## config.mk

```make
export PLATFORM = sky130hd
export DESIGN_NAME = mmio_seg_display_flat
export DESIGN_NICKNAME = d
export VERILOG_FILES = /design/src/rtl/mmio_seg_display_pkg.sv /design/src/rtl/mmio_seg_display_if.sv /design/src/rtl/mmio_seg_display_hex_to_segments.sv /design/src/rtl/mmio_seg_display.sv /design/src/flat_wrapper.sv
export SDC_FILE = /design/constraint.sdc
export NUM_CORES = 1
export LEC_CHECK = 0
export BUFFER_PORTS_ARGS = -buffer_cell sky130_fd_sc_hd__buf_2
export CORE_MARGIN = 3
export CORE_UTILIZATION = 50
export DETAILED_ROUTE_END_ITERATION = 12
export PLACE_DENSITY_LB_ADDON = 0.1
export SYNTH_ARGS = -nofsm -noshare
export SYNTH_HDL_FRONTEND = slang
export SYNTH_HIERARCHICAL = 1
export SYNTH_SLANG_ARGS = --single-unit
```

## constraint.sdc

```tcl
create_clock -name clk -period 3.95 [get_ports clk]
set_input_delay 0.395 -clock clk [delete_from_list [all_inputs] [get_ports clk]]
set_output_delay 0.395 -clock clk [all_outputs]
set_load 0.05 [all_outputs]
```

## src/rtl/mmio_seg_display_pkg.sv

```systemverilog
// mmio_seg_pkg: shared types and constants for the memory-mapped seven-segment display.
// Contents: the scan FSM state type, the CTRL register bit positions and the
//           active-low hex-to-segment table, ordered {g,f,e,d,c,b,a}.
package mmio_seg_pkg;

    typedef enum logic {
        S_ON  = 1'b0,
        S_GAP = 1'b1
    } scan_state_t;

    localparam int CTRL_EN_BIT    = 0;
    localparam int CTRL_ZB_BIT    = 1;
    localparam int CTRL_BLINK_BIT = 2;

    // Common-anode digits: a 0 lights the segment.
    localparam logic [6:0] SEG_TABLE [16] = '{
        7'h40, 7'h79, 7'h24, 7'h30,   // 0 1 2 3
        7'h19, 7'h12, 7'h02, 7'h78,   // 4 5 6 7
        7'h00, 7'h10, 7'h08, 7'h03,   // 8 9 A b
        7'h46, 7'h21, 7'h06, 7'h0E    // C d E F
    };

endpackage

```

## src/rtl/mmio_seg_display_if.sv

```systemverilog
// mmio_seg_display_if: CPU store-bus snoop signals seen by the display peripheral.
// Signals: mem_write (store strobe), data_adr (32-bit store address), write_data (32-bit store data).
// Modports: master drives the bus (core side), slave only observes it (peripheral side).
interface mmio_seg_display_if;
    logic        mem_write;
    logic [31:0] data_adr;
    logic [31:0] write_data;

    modport master (output mem_write, output data_adr, output write_data);
    modport slave  (input  mem_write, input  data_adr, input  write_data);
endinterface

```

## src/rtl/mmio_seg_display_hex_to_segments.sv

```systemverilog
// hex_to_segments: combinational 4-bit hex to active-low 7-segment decoder.
// Ports: hex (4-bit nibble in), seg (7-bit {g,f,e,d,c,b,a} out, active-low).
// Latency: purely combinational, no state.
module hex_to_segments
    import mmio_seg_pkg::*;
(
    input  logic [3:0] hex,
    output logic [6:0] seg
);

    assign seg = SEG_TABLE[hex];

endmodule

```

## src/rtl/mmio_seg_display.sv

```systemverilog
// mmio_seg_display: store-snooping VALUE/CTRL registers driving a 4-digit multiplexed
// common-anode display, with a blank gap between digits to prevent ghosting.
// Ports: clk, rst (sync, active-high), bus (store snoop, slave modport), segments/anodes
// (registered, active-low), disp_value/disp_ctrl (register read-back).
// Optional: define DISP_BLINK_EN to build the blink toggle honoured by CTRL bit2.
module mmio_seg_display
    import mmio_seg_pkg::*;
#(
    parameter logic [31:0] DISP_ADDR   = 32'h0000_0400,
    parameter int          REFRESH_DIV = 50000,
    parameter int          GAP_CYCLES  = 16,
    parameter int          BLINK_DIV   = 25000000
) (
    input  logic                 clk,
    input  logic                 rst,
    mmio_seg_display_if.slave    bus,
    output logic [6:0]           segments,
    output logic [3:0]           anodes,
    output logic [15:0]          disp_value,
    output logic [2:0]           disp_ctrl
);

    // Reject configurations whose counters would never reach terminal count.
    if (REFRESH_DIV < 1 || GAP_CYCLES < 1 || BLINK_DIV < 1) begin : g_bad_cfg
        $error("mmio_seg_display: REFRESH_DIV, GAP_CYCLES and BLINK_DIV must be >= 1");
    end

    localparam int MAX_PHASE = (REFRESH_DIV > GAP_CYCLES) ? REFRESH_DIV : GAP_CYCLES;
    localparam int CNT_W     = $clog2(MAX_PHASE + 1);
    localparam logic [CNT_W-1:0] ON_LAST  = CNT_W'(REFRESH_DIV - 1);
    localparam logic [CNT_W-1:0] GAP_LAST = CNT_W'(GAP_CYCLES - 1);

    // ---------------------------------------------------------------- registers
    logic hit_value;
    logic hit_ctrl;

    assign hit_value = bus.mem_write && (bus.data_adr == DISP_ADDR);
    assign hit_ctrl  = bus.mem_write && (bus.data_adr == DISP_ADDR + 32'd4);

    always_ff @(posedge clk) begin
        if (rst) begin
            disp_value <= 16'h0000;
            disp_ctrl  <= 3'b001;
        end else if (hit_value) begin
            disp_value <= bus.write_data[15:0];
        end else if (hit_ctrl) begin
            disp_ctrl  <= bus.write_data[2:0];
        end
    end

    // Upper data bits are architecturally ignored.
    logic unused_data_hi;
    assign unused_data_hi = ^bus.write_data[31:16];

    // ---------------------------------------------------------------- scan FSM
    scan_state_t      state;
    logic [CNT_W-1:0] cnt;
    logic [1:0]       idx;
    logic             enable;

    assign enable = disp_ctrl[CTRL_EN_BIT];

    // Disabling parks the scan at its reset point so re-enabling starts on digit 0.
    always_ff @(posedge clk) begin
        if (rst || !enable) begin
            state <= S_ON;
            cnt   <= '0;
            idx   <= 2'd0;
        end else begin
            case (state)
                S_ON: begin
                    if (cnt == ON_LAST) begin
                        state <= S_GAP;
                        cnt   <= '0;
                    end else begin
                        cnt   <= cnt + 1'b1;
                    end
                end
                S_GAP: begin
                    if (cnt == GAP_LAST) begin
                        state <= S_ON;
                        cnt   <= '0;
                        idx   <= idx + 2'd1;
                    end else begin
                        cnt   <= cnt + 1'b1;
                    end
                end
                default: begin
                    state <= S_ON;
                    cnt   <= '0;
                end
            endcase
        end
    end

    // ---------------------------------------------------------------- digit select
    logic [3:0] nibble;
    logic [6:0] seg_dec;
    logic       digit_blank;

    assign nibble = disp_value[{idx, 2'b00} +: 4];

    hex_to_segments u_dec (
        .hex (nibble),
        .seg (seg_dec)
    );

    // Leading-zero suppression: a digit goes dark when it and every digit to its
    // left are zero; the rightmost digit always shows.
    always_comb begin
        digit_blank = 1'b0;
        if (disp_ctrl[CTRL_ZB_BIT]) begin
            case (idx)
                2'd1:    digit_blank = (disp_value[15:4]  == 12'h000);
                2'd2:    digit_blank = (disp_value[15:8]  == 8'h00);
                2'd3:    digit_blank = (disp_value[15:12] == 4'h0);
                default: digit_blank = 1'b0;
            endcase
        end
    end

    // ---------------------------------------------------------------- blink
    logic blink_off;

`ifdef DISP_BLINK_EN
    localparam int BLINK_W = $clog2(BLINK_DIV + 1);
    localparam logic [BLINK_W-1:0] BLINK_LAST = BLINK_W'(BLINK_DIV - 1);

    logic [BLINK_W-1:0] blink_cnt;
    logic               blink_phase;

    // Free-running: the scan keeps its position while the display is blinked off.
    always_ff @(posedge clk) begin
        if (rst) begin
            blink_cnt   <= '0;
            blink_phase <= 1'b0;
        end else if (blink_cnt == BLINK_LAST) begin
            blink_cnt   <= '0;
            blink_phase <= ~blink_phase;
        end else begin
            blink_cnt   <= blink_cnt + 1'b1;
        end
    end

    assign blink_off = disp_ctrl[CTRL_BLINK_BIT] & blink_phase;
`else
    assign blink_off = 1'b0;
`endif

    // ---------------------------------------------------------------- outputs
    // Registered from the current FSM state, so the pins trail the FSM by one cycle.
    // Segments are left untouched outside S_ON to avoid glitching while anodes are off.
    always_ff @(posedge clk) begin
        if (rst) begin
            anodes   <= 4'b1111;
            segments <= 7'h7F;
        end else if (!enable) begin
            anodes   <= 4'b1111;
        end else if (state == S_ON) begin
            segments <= seg_dec;
            anodes   <= (digit_blank || blink_off) ? 4'b1111 : ~(4'b0001 << idx);
        end else begin
            anodes   <= 4'b1111;
        end
    end

endmodule

```

## src/flat_wrapper.sv

```systemverilog
// flat-port wrapper written by rule: the top's interface ports become plain ports
module mmio_seg_display_flat import mmio_seg_pkg::*;
#(
    parameter logic [31:0] DISP_ADDR   = 32'h0000_0400,
    parameter int          REFRESH_DIV = 50000,
    parameter int          GAP_CYCLES  = 16,
    parameter int          BLINK_DIV   = 25000000
)
  (clk, rst, segments, anodes, disp_value, disp_ctrl, bus_mem_write, bus_data_adr, bus_write_data);
  mmio_seg_display_if bus_i ();
  input  logic clk;
  input  logic rst;
  output logic [6:0] segments;
  output logic [3:0] anodes;
  output logic [15:0] disp_value;
  output logic [2:0] disp_ctrl;
  input wire logic [$bits(bus_i.mem_write)-1:0] bus_mem_write;
  input wire logic [$bits(bus_i.data_adr)-1:0] bus_data_adr;
  input wire logic [$bits(bus_i.write_data)-1:0] bus_write_data;
  assign bus_i.mem_write = bus_mem_write;
  assign bus_i.data_adr = bus_data_adr;
  assign bus_i.write_data = bus_write_data;
  mmio_seg_display #(.DISP_ADDR(DISP_ADDR), .REFRESH_DIV(REFRESH_DIV), .GAP_CYCLES(GAP_CYCLES), .BLINK_DIV(BLINK_DIV)) u_core (.clk(clk), .rst(rst), .bus(bus_i), .segments(segments), .anodes(anodes), .disp_value(disp_value), .disp_ctrl(disp_ctrl));
endmodule
```

==> impl_metrics.prom, run 1 <==
# TYPE chip_impl_metric gauge
chip_impl_info{name="rsz_0062_raised_after_global_routing",value="false"} 1
chip_impl_metric{name="hold_viol",unit=""} 0
chip_impl_metric{name="power_density",unit="nW/um2"} 312
chip_impl_info{name="hold_path.class",value="input pin to flip-flop"} 1
chip_impl_metric{name="synth_compound_gate_area_share",unit="%"} 15.7
chip_impl_metric{name="max_clock_freq",unit="GHz"} 0.445
chip_impl_metric{name="edff_count_synth",unit=""} 0
chip_impl_metric{name="via_per_inst",unit=""} 5.67
chip_impl_metric{name="async_reset_ff_share",unit="%"} 0
chip_impl_metric{name="dp_worst_setup_slack",unit="ns"} 1.61
chip_impl_metric{name="chipHeight",unit="um"} 78.7
chip_impl_metric{name="layout-area-overhead-vs-synth",unit="%"} 20.0
chip_impl_metric{name="core_region_area",unit="um2"} 4910
chip_impl_info{name="largest_family_of_logic_cells_by_synthesized_area",value="simple AND/OR/NAND/NOR gates"} 1
chip_impl_info{name="main_flop_type_after_synthesis",value="dfxtp_1"} 1
chip_impl_metric{name="max_cap_violations",unit=""} 0
chip_impl_metric{name="synth_adder_area_share",unit="%"} 6.15
chip_impl_metric{name="rows",unit=""} 25
chip_impl_metric{name="largest_fanout_on_the_critical_path",unit=""} 8
chip_impl_info{name="cp-start-kind",value="flip-flop"} 1
chip_impl_metric{name="grt_util_all_layers",unit="%"} 20.0
chip_impl_metric{name="fillerInstances",unit=""} 411
chip_impl_info{name="cts_tree",value="done"} 1
chip_impl_metric{name="cell_area_after_synthesis",unit="um2"} 2650
chip_impl_metric{name="power",unit="uW"} 990
chip_impl_metric{name="postRouteAntennaNets",unit=""} 0
chip_impl_metric{name="finalNonFillerCells",unit=""} 424
chip_impl_metric{name="post_cts_resized",unit=""} 0
chip_impl_metric{name="worst_slew_margin_relative_to_its_limit",unit="%"} 38.9
chip_impl_metric{name="first_pass_iteration_count_of_the_detailed_router",unit=""} 5
chip_impl_metric{name="total_die_area",unit="um2"} 6200
chip_impl_metric{name="post_route_cells_drive_above_1_share",unit="%"} 28.9
chip_impl_metric{name="muxShareOfSynthArea",unit="%"} 6.10
chip_impl_metric{name="yosysSeqAreaShare",unit="%"} 37.1
chip_impl_metric{name="clk-insertion-delay-late",unit="ns"} 0.30
chip_impl_info{name="outcome",value="finished clean"} 1
chip_impl_metric{name="routed-via-count",unit=""} 2402
chip_impl_metric{name="worst_r2r_path_depth",unit=""} 6
chip_impl_metric{name="synth.yosys.warnings",unit=""} 6
chip_impl_metric{name="remaining_drc_errors",unit=""} 0
chip_impl_metric{name="data_arrival_time_of_the_worst_path",unit="ns"} 2.44
chip_impl_metric{name="io-pin-count",unit=""} 97
chip_impl_metric{name="drtIter0Drc",unit=""} 94
chip_impl_metric{name="die_width",unit="um"} 78.7
chip_impl_metric{name="detail_route.wl_per_cell",unit="um"} 14.1
chip_impl_metric{name="port_buffers",unit=""} 80
chip_impl_info{name="timing.hold.worst.start",value="bus_write_data[4]"} 1
chip_impl_metric{name="gpl.final_weighted_congestion",unit=""} 0.805
chip_impl_metric{name="grt_pass1_wl",unit="um"} 10200
chip_impl_info{name="endpoint_of_the_worst_register_to_register_path",value="u_core/segments[3]"} 1
chip_impl_info{name="rr_startpoint",value="u_core/idx[0]"} 1
chip_impl_metric{name="final-setup-viol-count",unit=""} 0
chip_impl_metric{name="netlist_instances",unit=""} 289
chip_impl_metric{name="synthDistinctLibCells",unit=""} 48
chip_impl_info{name="cp-end-kind",value="flip-flop"} 1
chip_impl_metric{name="first_global_vias",unit=""} 2231
chip_impl_metric{name="synthesis_stage_register_bit_count",unit=""} 49
chip_impl_metric{name="synthXorXnorAreaFrac",unit="%"} 3.97
chip_impl_metric{name="cts_max_path_buffers",unit=""} 2
chip_impl_metric{name="post-cts-setup-buffer-count",unit=""} 0
chip_impl_metric{name="layout.nets",unit=""} 436
chip_impl_metric{name="synth_simple_gate_area_share",unit="%"} 26.5
chip_impl_metric{name="ir_drop",unit="mV"} 0.197
chip_impl_metric{name="dp_hpwl",unit="um"} 4470
chip_impl_metric{name="tns",unit="ns"} 0
chip_impl_metric{name="finalClockSkew",unit="ns"} 0.00498
chip_impl_metric{name="min_period",unit="ns"} 2.25
chip_impl_metric{name="cts_made_buffers",unit=""} 5
chip_impl_metric{name="postRouteWirelength",unit="um"} 5990
chip_impl_metric{name="total_number_of_clock_tree_sinks",unit=""} 49
chip_impl_info{name="critical_path_class",value="flip-flop to flip-flop"} 1
chip_impl_metric{name="htree_num_levels",unit=""} 2
chip_impl_metric{name="final-max-slew-violation-count",unit=""} 0
chip_impl_info{name="root_buffer",value="clkbuf_8"} 1
chip_impl_metric{name="leakagePower",unit="nW"} 1.25
chip_impl_metric{name="cts.clk_slew.worst_paths",unit="ns"} 0.09
chip_impl_metric{name="largest_net_degree_at_the_start_of_global_routing",unit=""} 32
chip_impl_metric{name="floorplan.initialDensity",unit="%"} 53.9
chip_impl_metric{name="reg2reg_slack",unit="ns"} 1.70
chip_impl_metric{name="cts_hold_repair.buffers",unit=""} 0
chip_impl_metric{name="ant_cells",unit=""} 0
chip_impl_metric{name="final_min_period_over_clock_period",unit="%"} 56.9
chip_impl_metric{name="numPlacedInstances",unit=""} 416
chip_impl_metric{name="timing.final.ws_setup",unit="ns"} 1.70
chip_impl_metric{name="worstHoldPathCells",unit=""} 3
chip_impl_metric{name="antenna_found_initial",unit=""} 0
chip_impl_metric{name="max_slew.worst_pin.slew",unit="ns"} 0.915
chip_impl_metric{name="postSynthNetCount",unit=""} 369
chip_impl_metric{name="synth_area_per_cell",unit="um2"} 9.15
chip_impl_metric{name="worstPathRequired",unit="ns"} 4.14
chip_impl_info{name="timing.hold.worst_endpoint",value="u_core/disp_value[4]"} 1
chip_impl_metric{name="sum_of_overflow_across_all_layers_after_global_routing",unit=""} 0
## cells in the mapped netlist, types with 2 or more instances
| cell type | n | area [um2] |
|---|---|---|
| and4_1 | 3 | 26.3 |
| xnor2_1 | 7 | 61.3 |
| inv_1 | 8 | 30.0 |
| nand4b_1 | 14 | 123 |
| and3_2 | 2 | 15.0 |
| dfxtp_1 | 49 | 981 |
| or2_2 | 2 | 12.5 |
| a21oi_1 | 19 | 95.1 |
| o31ai_1 | 15 | 113 |
| nand2b_1 | 8 | 50.1 |
| o21ai_0 | 7 | 35.0 |
| mux2i_1 | 6 | 60.1 |
| nor4_1 | 12 | 75.1 |
| o21ai_1 | 2 | 10.0 |
| nand3_1 | 15 | 75.1 |
| o22ai_1 | 2 | 12.5 |
| o211ai_1 | 4 | 30.0 |
| xor2_1 | 5 | 43.8 |
| buf_2 | 4 | 20.0 |
| nor2b_1 | 9 | 56.3 |
| ha_1 | 13 | 163 |
| nor4b_1 | 2 | 17.5 |
| clkbuf_1 | 13 | 48.8 |
| nand2_1 | 10 | 37.5 |
| a211o_1 | 7 | 61.3 |
| nand4_1 | 4 | 25.0 |
| nor3_1 | 19 | 95.1 |
| nor2_1 | 4 | 15.0 |
| and3_1 | 2 | 12.5 |
| mux4_2 | 4 | 90.1 |
## cell usage in the layout, fill, tap and decap left out, types with 9 or more instances in the layout
cell type,instances
nor2b_1,9
a21oi_1,19
buf_2,80
ha_1,13
dfxtp_1,49
o31ai_1,15
nor4_1,12
nand2_1,10
nor3_1,19
nand3_1,15
nand4b_1,14
## per-layer routing
layer / GRT usage [%] / wire (um)
met1: 27.6 / 2790
met2: 31.6 / 2720
met3: 4.54 / 427
met4: 5.24 / 55
met5: 0 / 0
## registers in the layout (all words and copies together), names as in the netlist
name,count
u_core/anodes,4
u_core/state,1
u_core/disp_ctrl,3
u_core/cnt,16
u_core/segments,7
u_core/idx,2
u_core/disp_value,16
## logic make-up after synthesis
group | after synthesis
DFF | 49
buffers and inverters | 28
xor gates and xnor gates | 12
and+or+nand+nor | 113
adders and majority gates | 13
AOI/OAI and AO/OA | 63
muxes | 11
## report_power, final
group | total, mW | internal, mW | switching [mW]
Sequential | 0.504 | 0.500 | 0.00416
Combinational | 0.0675 | 0.0303 | 0.0372
Clock | 0.418 | 0.251 | 0.166
Total | 0.990 | 0.782 | 0.208
## worst max-delay path by stage
stage                                start              endpoint  slack [ns]
after CTS                    u_core/idx[0]    u_core/segments[3]        1.69
after global placement    bus_data_adr[24]  u_core/disp_value[1]        1.62
after floorplan              u_core/idx[0]    u_core/segments[3]        1.71
final                        u_core/idx[0]    u_core/segments[3]        1.70
after detailed placement   bus_data_adr[8]  u_core/disp_value[2]        1.61
after global routing         u_core/idx[0]    u_core/segments[3]        1.57
## critical path: stages, from the launching register on
cell	delay, ns
dfxtp_1	0.55
mux4_2	0.63
ha_1	0.24
or2_2	0.28
a21oi_1	0.13
a31oi_1	0.06
a211o_1	0.26
## final cells by class
cell class | count | area [um2] | area share (%)
tap | 67 | 83.8 | 2.64
multi-input combinational | 212 | 1550 | 48.7
inverter | 8 | 30.0 | 0.946
timing repair buffer | 80 | 400 | 12.6
clock buffer | 5 | 68.8 | 2.17
sequential | 49 | 981 | 30.9
clock inverter | 3 | 65.1 | 2.05
## per-stage QoR
step | hold WS, ns | instance area (um2) | utilization, %
detailed placement | 0.476 | 3040 | 61.9
floorplan | 0.474 | 2650 | -
CTS | 0.359 | 3170 | 64.6
finish | 0.366 | 3170 | 64.6
global placement | 0.462 | 3040 | 61.9
global route | 0.362 | 3170 | 64.6
No activity file was read; power rests on OpenSTA's default activity.
==> inputs of run 2 (changes only) <==
--- a/config.mk
+++ b/config.mk
@@ -7,7 +7,7 @@
 export LEC_CHECK = 0
 export BUFFER_PORTS_ARGS = -buffer_cell sky130_fd_sc_hd__buf_2
 export CORE_MARGIN = 3
-export CORE_UTILIZATION = 50
+export CORE_UTILIZATION = 49
 export DETAILED_ROUTE_END_ITERATION = 12
 export PLACE_DENSITY_LB_ADDON = 0.1
 export SYNTH_ARGS = -nofsm -noshare
==> constraint.sdc (replaced) <==
create_clock -name clk -period 2.2 [get_ports clk]
set_input_delay 0.22 -clock clk [delete_from_list [all_inputs] [get_ports clk]]
set_output_delay 0.22 -clock clk [all_outputs]
set_load 0.05 [all_outputs]
==> impl_metrics.prom, run 2 (synthesis gave the netlist of run 1 again) <==
# TYPE chip_impl_metric gauge
chip_impl_metric{name="io-pin-count",unit=""} 97
chip_impl_metric{name="clk-insertion-delay-late",unit="ns"} 0.30
chip_impl_metric{name="largest_net_degree_at_the_start_of_global_routing",unit=""} 32
chip_impl_metric{name="core_region_area",unit="um2"} 5170
chip_impl_metric{name="finalNonFillerCells",unit=""} 439
chip_impl_metric{name="port_buffers",unit=""} 80
chip_impl_metric{name="drtIter0Drc",unit=""} 111
chip_impl_metric{name="routed-via-count",unit=""} 2445
chip_impl_metric{name="remaining_drc_errors",unit=""} 0
chip_impl_metric{name="postRouteAntennaNets",unit=""} 0
chip_impl_metric{name="finalClockSkew",unit="ns"} 0.00601
chip_impl_metric{name="max_slew.worst_pin.slew",unit="ns"} 0.556
chip_impl_metric{name="first_pass_iteration_count_of_the_detailed_router",unit=""} 4
chip_impl_info{name="outcome",value="finished clean"} 1
chip_impl_info{name="cts_tree",value="done"} 1
chip_impl_metric{name="post_route_cells_drive_above_1_share",unit="%"} 31.4
chip_impl_metric{name="worst_slew_margin_relative_to_its_limit",unit="%"} 62.9
chip_impl_metric{name="total_number_of_clock_tree_sinks",unit=""} 49
chip_impl_metric{name="final-max-slew-violation-count",unit=""} 0
chip_impl_metric{name="cts_max_path_buffers",unit=""} 2
chip_impl_metric{name="ir_drop",unit="mV"} 0.316
chip_impl_metric{name="power_density",unit="nW/um2"} 546
chip_impl_metric{name="floorplan.initialDensity",unit="%"} 51.1
chip_impl_info{name="critical_path_class",value="flip-flop to flip-flop"} 1
chip_impl_metric{name="htree_num_levels",unit=""} 2
chip_impl_metric{name="data_arrival_time_of_the_worst_path",unit="ns"} 2.26
chip_impl_metric{name="grt_util_all_layers",unit="%"} 20.9
chip_impl_info{name="hold_path.class",value="input pin to flip-flop"} 1
chip_impl_metric{name="total_die_area",unit="um2"} 6320
chip_impl_metric{name="timing.final.ws_setup",unit="ns"} 0.137
chip_impl_metric{name="chipHeight",unit="um"} 79.5
chip_impl_metric{name="rows",unit=""} 26
chip_impl_metric{name="final-setup-viol-count",unit=""} 0
chip_impl_metric{name="power",unit="mW"} 1.79
chip_impl_metric{name="hold_viol",unit=""} 0
chip_impl_info{name="cp-start-kind",value="flip-flop"} 1
chip_impl_metric{name="antenna_found_initial",unit=""} 0
chip_impl_metric{name="cts_made_buffers",unit=""} 5
chip_impl_info{name="root_buffer",value="clkbuf_8"} 1
chip_impl_info{name="most-common-layout-cells",value="buf_2, dfxtp_1, a21oi_1, nor3_1"} 1
chip_impl_info{name="largest_registers",value="u_core/cnt: 16 flops, u_core/disp_value: 16 flops, u_core/segments: 7 flops"} 1
chip_impl_metric{name="leakagePower",unit="nW"} 1.31
chip_impl_metric{name="postRouteWirelength",unit="um"} 6500
chip_impl_metric{name="tns",unit="ns"} 0
chip_impl_metric{name="grt_pass1_wl",unit="um"} 10800
chip_impl_metric{name="numPlacedInstances",unit=""} 430
chip_impl_metric{name="die_width",unit="um"} 79.5
chip_impl_info{name="final_common_cell",value="buf_2"} 1
chip_impl_metric{name="max_clock_freq",unit="GHz"} 0.485
chip_impl_metric{name="dp_worst_setup_slack",unit="ns"} 0.0782
chip_impl_metric{name="cts.clk_slew.worst_paths",unit="ns"} 0.09
chip_impl_metric{name="detail_route.wl_per_cell",unit="um"} 14.8
chip_impl_metric{name="final_core_util",unit="%"} 63.2
chip_impl_metric{name="worstPathRequired",unit="ns"} 2.39
chip_impl_metric{name="layout.nets",unit=""} 448
chip_impl_metric{name="gpl.final_weighted_congestion",unit=""} 0.795
chip_impl_metric{name="via_per_inst",unit=""} 5.57
chip_impl_metric{name="layout-area-overhead-vs-synth",unit="%"} 23.6
chip_impl_metric{name="dp_hpwl",unit="um"} 4780
chip_impl_metric{name="sum_of_overflow_across_all_layers_after_global_routing",unit=""} 0
chip_impl_metric{name="min_period",unit="ns"} 2.06
chip_impl_metric{name="ant_cells",unit=""} 0
chip_impl_metric{name="first_global_vias",unit=""} 2334
chip_impl_metric{name="largest_fanout_on_the_critical_path",unit=""} 6
chip_impl_metric{name="final_min_period_over_clock_period",unit="%"} 93.8
chip_impl_metric{name="max_cap_violations",unit=""} 0
chip_impl_info{name="cp-end-kind",value="flip-flop"} 1
## run 2: repair_timing
item	in CTS	in global routing
setup buffers	0	1
hold buffers	0	0
gates resized for setup	0	1
endpoints found under the setup margin	0	2
## run 2: stage by stage
stage	hold slack [ns]	cell area (um2)
global route	0.187	3270
finish	0.191	3270
floorplan	0.369	2650
detailed placement	0.475	3130
CTS	0.181	3260
global placement	0.463	3130
## run 2: worst paths after layout
path / from / endpoint / slack, ns / cells past startpoint
worst max-delay path: u_core/idx[0] / u_core/segments[3] / 0.14 / 6
worst min-delay path: bus_write_data[15] / u_core/disp_value[15] / 0.19 / 3
worst max register to register: u_core/idx[0] / u_core/segments[3] / 0.14 / 6
worst min register to register: u_core/disp_ctrl[2] / u_core/disp_ctrl[2] / 0.49 / 2
## run 2: area by class of cell
cell class	instances	area, um2
Clock buffer	5	68.8
Clock inverter	3	65.1
Fill cell	462	1900
Inverter	8	30.0
Multi-Input combinational cell	212	1550
Sequential cell	49	982
Tap cell	70	87.6
Timing Repair Buffer	92	490
## run 2: report_power, final
part / switching [mW] / leakage [nW] / total (mW) / internal, mW
logic: 0.0689 / 0.844 / 0.125 / 0.0558
clock network: 0.304 / 0.0681 / 0.755 / 0.452
registers: 0.00753 / 0.399 / 0.905 / 0.898
## run 2: per-layer routing
metal,track usage [%],wire (um)
met5,0,0
met4,5.84,11
met3,4.29,309
met2,31.9,3030
met1,29.7,3140
## run 2: worst max-delay path: stages (launching register included)
cell     delay (ns)
dfxtp_2        0.38
mux4_2         0.59
ha_1           0.24
or2_2          0.28
a21oi_1        0.14
a31oi_1        0.06
a211o_1        0.27
